**src/rtl/jk_sync_counter.sv**
```systemverilog
// jk_sync_counter: up/down modulo counter built from JK toggle cells.
// Each bit toggles when its t[i] is high (J = K = t[i]). The toggle vector
// is decoded from load, en, up and the wrap condition. The sequence runs
// over 0..modulus. tc is a registered pulse that marks a wrap, and ovf is
// a sticky copy of that pulse.
module jk_sync_counter #(
    parameter int unsigned WIDTH = 4
) (
    input  logic             clk,
    input  logic             rst,
    input  logic             en,
    input  logic             up,
    input  logic             load,
    input  logic [WIDTH-1:0] din,
    input  logic [WIDTH-1:0] modulus,
    input  logic             clr_ovf,
    output logic [WIDTH-1:0] q,
    output logic             tc,
    output logic             ovf
);

    logic [WIDTH-1:0] r_q;
    logic             r_tc;
    logic             r_ovf;

    logic [WIDTH-1:0] w_up_t;    // toggle vector for q+1
    logic [WIDTH-1:0] w_dn_t;    // toggle vector for q-1
    logic [WIDTH-1:0] w_t;       // selected toggle vector (J = K)
    logic             w_at_top;  // q at or beyond terminal value
    logic             w_at_zero;
    logic             w_wrap;

    // Bit 0 always toggles on increment/decrement.
    assign w_up_t[0] = 1'b1;
    assign w_dn_t[0] = 1'b1;

    // Higher bits use the classic synchronous counter rule. A bit toggles
    // when all lower bits are 1 (up) or when all lower bits are 0 (down).
    for (genvar i = 1; i < WIDTH; i++) begin : g_chain
        assign w_up_t[i] = w_up_t[i-1] & r_q[i-1];
        assign w_dn_t[i] = w_dn_t[i-1] & ~r_q[i-1];
    end

    // Use >= so that an out-of-range value (loaded above modulus) still
    // wraps to 0 on the next up-count.
    assign w_at_top  = (r_q >= modulus);
    assign w_at_zero = (r_q == '0);

    // Choose toggle bits by priority: load > count > hold.
    always_comb begin
        w_t    = '0;
        w_wrap = 1'b0;
        if (load) begin
            // Toggle exactly the bits that differ from din.
            w_t = r_q ^ din;
        end else if (en) begin
            if (up) begin
                if (w_at_top) begin
                    // Toggle every set bit to reach 0.
                    w_t    = r_q;
                    w_wrap = 1'b1;
                end else begin
                    w_t = w_up_t;
                end
            end else begin
                if (w_at_zero) begin
                    // Starting from 0, toggling the modulus bits lands on modulus.
                    w_t    = modulus;
                    w_wrap = 1'b1;
                end else begin
                    w_t = w_dn_t;
                end
            end
        end
    end

    // JK cells, one per bit, with J = K = t: next = J & ~q | ~K & q.
    always_ff @(posedge clk or posedge rst) begin
        if (rst) begin
            r_q <= '0;
        end else begin
            r_q <= (w_t & ~r_q) | (~w_t & r_q);
        end
    end

    // Wrap pulse, registered alongside q so it lines up with the wrapped value.
    always_ff @(posedge clk or posedge rst) begin
        if (rst) begin
            r_tc <= 1'b0;
        end else begin
            r_tc <= w_wrap;
        end
    end

    // Sticky overflow flag. A wrap takes priority over a clear.
    always_ff @(posedge clk or posedge rst) begin
        if (rst) begin
            r_ovf <= 1'b0;
        end else if (w_wrap) begin
            r_ovf <= 1'b1;
        end else if (clr_ovf) begin
            r_ovf <= 1'b0;
        end
    end

    assign q   = r_q;
    assign tc  = r_tc;
    assign ovf = r_ovf;

endmodule

```
**config.mk**
```make
export PLATFORM = sky130hd
export DESIGN_NAME = jk_sync_counter
export DESIGN_NICKNAME = d
export VERILOG_FILES = /design/src/rtl/jk_sync_counter.sv
export SDC_FILE = /design/constraint.sdc
export NUM_CORES = 1
export LEC_CHECK = 0
export BUFFER_PORTS_ARGS = -buffer_cell sky130_fd_sc_hd__clkbuf_2
export CAP_MARGIN = 40
export CORE_UTILIZATION = 35
export CTS_CLUSTER_SIZE = 30
export DETAILED_ROUTE_END_ITERATION = 6
export GPL_TIMING_DRIVEN = 0
export PLACE_DENSITY_LB_ADDON = 0.15
export SLEW_MARGIN = 10
export SYNTH_ARGS = -nofsm -noshare
export SYNTH_HDL_FRONTEND = slang
export SYNTH_SLANG_ARGS = --single-unit
export TNS_END_PERCENT = 5
```
**constraint.sdc**
```tcl
create_clock -name clk -period 2.1 [get_ports clk]
set_input_delay 0.105 -clock clk [delete_from_list [all_inputs] [get_ports clk]]
set_output_delay 0.105 -clock clk [all_outputs]
set_load 0.02 [all_outputs]
```
==> impl_metrics.py <==
metrics = {
    "routing": {
        "routed_via_density": 5.17,
        "first_pass_iters": 4,
        "wirelength_um": 1220,
        "drtAntennaViolNets": 0,
        "wl_per_cell_um": 11.5,
        "drt_iter0_drc": 10,
        "num_vias": 548,
        "drc_errors": 0,
    },
    "global_route": {
        "grt_util_met1": 0.209,
        "grt_max_degree": 11,
        "grt_overflow": 0,
        "grt_pass1_wl_um": 2030,
        "top_usage_layer": "met2",
        "grt_use_met3": 0.0302,
        "grt_pass1_vias": 463,
        "met2_usage": 0.234,
        "grt.total_usage": 0.152,
        "antenna_found_initial": 0,
    },
    "final_layout": {
        "final_cell_mix": "clkbuf_2 (18), inv_1 (7), nor2_1 (6), dfrtp_1 (6), o21ai_0 (5)",
        "antennaDiodeCount": 0,
        "area_delta_synth_final_pct": 25.3,
        "fin_nets": 110,
        "final_common_cell": "clkbuf_2",
        "drive_gt1_frac": 0.311,
        "final_util": 0.468,
    },
    "sta": {
        "grt_setup_unrepaired": "false",
        "slew_headroom": 0.660,
        "timing.final.ws_setup_ps": 289,
        "finalSetupViolations": 0,
        "min_period_ps": 1810,
        "setup_tns_ps": 0,
        "finalMaxSlewViolations": 0,
        "worstMarginPinSlew_ps": 503,
        "hold_viol": 0,
        "finalCritPeriodShare": 0.862,
        "max_freq_mhz": 552,
        "finalClockSkew_ps": 3.29,
        "hold_ws_ps": 108,
    },
    "floorplan": {
        "initial_utilization": 0.374,
        "pin_count": 20,
        "dieHeight_um": 42.1,
        "core_mm2": 0.00151,
        "dieArea_mm2": 0.00177,
        "dieWidth_um": 42.1,
        "rows": 14,
    },
    "run_status": {
        "status": "complete, no violations",
    },
    "hold_path": {
        "hp-class": "input port to flip-flop",
    },
    "synthesis": {
        "yosysTopAreaCellShare": 0.267,
        "ys_seq_area_frac": 0.267,
        "yosys_warnings": 0,
        "syn_inst": 68,
        "synth-seq-cells": 6,
        "ys_top_cells_by_area": "dfrtp_1 (27%), ha_1 (8.9%), a2111oi_4 (4.9%), inv_1 (4.7%), a2bb2oi_1 (4.7%)",
        "synth.cell_area_um2": 563,
        "yosysTopAreaCell": "dfrtp_1",
        "synth_cell_type_count": 31,
        "syn_nets": 86,
        "syn_avg_cell_area_um2": 8.28,
    },
    "placed_design": {
        "pre_cts_ws_ps": 289,
        "dp_hpwl_um": 1020,
        "gp_congestion": 0.768,
        "port_buffers": 18,
    },
    "clocking": {
        "clock_latency_ps": 230,
        "cts_setup_buffers": 0,
        "cts_tree": "yes",
        "cts_sinks": 6,
        "cts-root-buf": "clkbuf_4",
        "cts_buffers": 3,
        "path_clk_slew_ps": 40,
        "clockBufferDepth": 2,
        "htree_levels": 1,
    },
    "pwr": {
        "total_power_mw": 0.428,
        "leakagePower_nw": 0.342,
        "p_per_area_mw_per_mm2": 607,
        "ir_drop_uv": 344,
    },
    "setup_path": {
        "path_cells": "buf_6, inv_2, ha_1, nand2b_1, a2111oi_4, o21ai_0, a2bb2oi_1",
        "cp-start-kind": "flip-flop",
        "worst-path-max-fanout": 9,
        "critical_path_class": "flip-flop to flip-flop",
        "critPathCaptureType": "flip-flop",
        "cp.arrival_ps": 1960,
        "cp_slowest_cell": "a2111oi_4",
        "cpPeakStageDelay_ps": 430,
        "crit_required_ps": 2250,
    },
    "run": {
        "drv_cap": 0,
    },
}
## metal layers
metal | routed length, µm | up-vias
met4 | 0 | 0
met3 | 36 | 0
met5 | 0 | -
met2 | 571 | 10
li1 | - | 293
met1 | 612 | 245
## report_power, final
group	switching [mW]	internal, mW
Combinational	0.102	0.0800
Clock	0.0348	0.0642
Sequential	0.0172	0.130
Total	0.154	0.274
## cell families (layout without fill, tap and decap cells)
kind of cell / Yosys count / after routing / synth area share
flops: 6 / 6 / 0.267
compound gates: 24 / 24 / 0.331
mux: 1 / 1 / 0.0200
fa+ha+maj: 4 / 4 / 0.0889
simple gates: 22 / 22 / 0.202
buf+inv: 11 / 33 / 0.0911
## stage by stage
step / area (µm²) / instances
6_report: 706 / 106
2_1_floorplan: 563 / 68
4_1_cts: 706 / 106
3_5_place_dp: 673 / 102
5_1_grt: 706 / 106
3_3_place_gp: 673 / 102
## layout make-up
type | instances | area, µm²
Buffer | 3 | 21.3
Clock buffer | 3 | 22.5
Fill cell | 171 | 801
Inverter | 8 | 30.0
Multi-Input combinational cell | 51 | 362
Sequential cell | 6 | 150
Tap cell | 16 | 20.0
Timing Repair Buffer | 19 | 100
## critical path, delay by kind of cell, from the launching register on
family / cells / cell delay (ps)
simple gates: 1 / 190
flops: 1 / 380
compound gates: 3 / 730
fa+ha+maj: 1 / 220
buf+inv: 2 / 210
## flip-flops by register name, indices dropped and copies added (netlist names)
signal and cells:
q 4, ovf 1, tc 1
## synth_stat cells
cell type	number
inv_1	7
dfrtp_1	6
nor2_1	6
o21ai_0	5
ha_1	4
nand2_1	4
nand3_1	4
a21oi_1	3
a2bb2oi_1	3
a221oi_1	2
buf_2	2
nand3b_1	2
o21ai_1	2
a2111oi_4	1
a21boi_0	1
a21o_1	1
a31oi_1	1
a32oi_1	1
buf_6	1
inv_2	1
mux2_2	1
nand2b_1	1
nand2b_2	1
nor2b_1	1
nor3_1	1
nor4b_1	1
o2111a_1	1
o211a_1	1
o22ai_1	1
o31ai_1	1
or2_1	1
## path summary, 6_finish.rpt
check,depth (start not counted),end,start,slack [ps]
setup / recovery,7,q[1]$_DFF_PP0_,q[0]$_DFF_PP0_,290
hold / removal,2,q[2]$_DFF_PP0_,din[2],110
setup reg to reg,7,q[1]$_DFF_PP0_,q[0]$_DFF_PP0_,290
hold reg to reg,2,ovf$_DFFE_PP0P_,ovf$_DFFE_PP0P_,510
max in group asynchronous,3,ovf$_DFFE_PP0P_,rst,1610
min in group asynchronous,3,q[0]$_DFF_PP0_,rst,300
## timing repair
action	in CTS	in global routing
endpoints found under the hold margin	6	0
hold buffers	1	0
resized for setup	0	0
No activity file was read; power rests on OpenSTA's default activity.
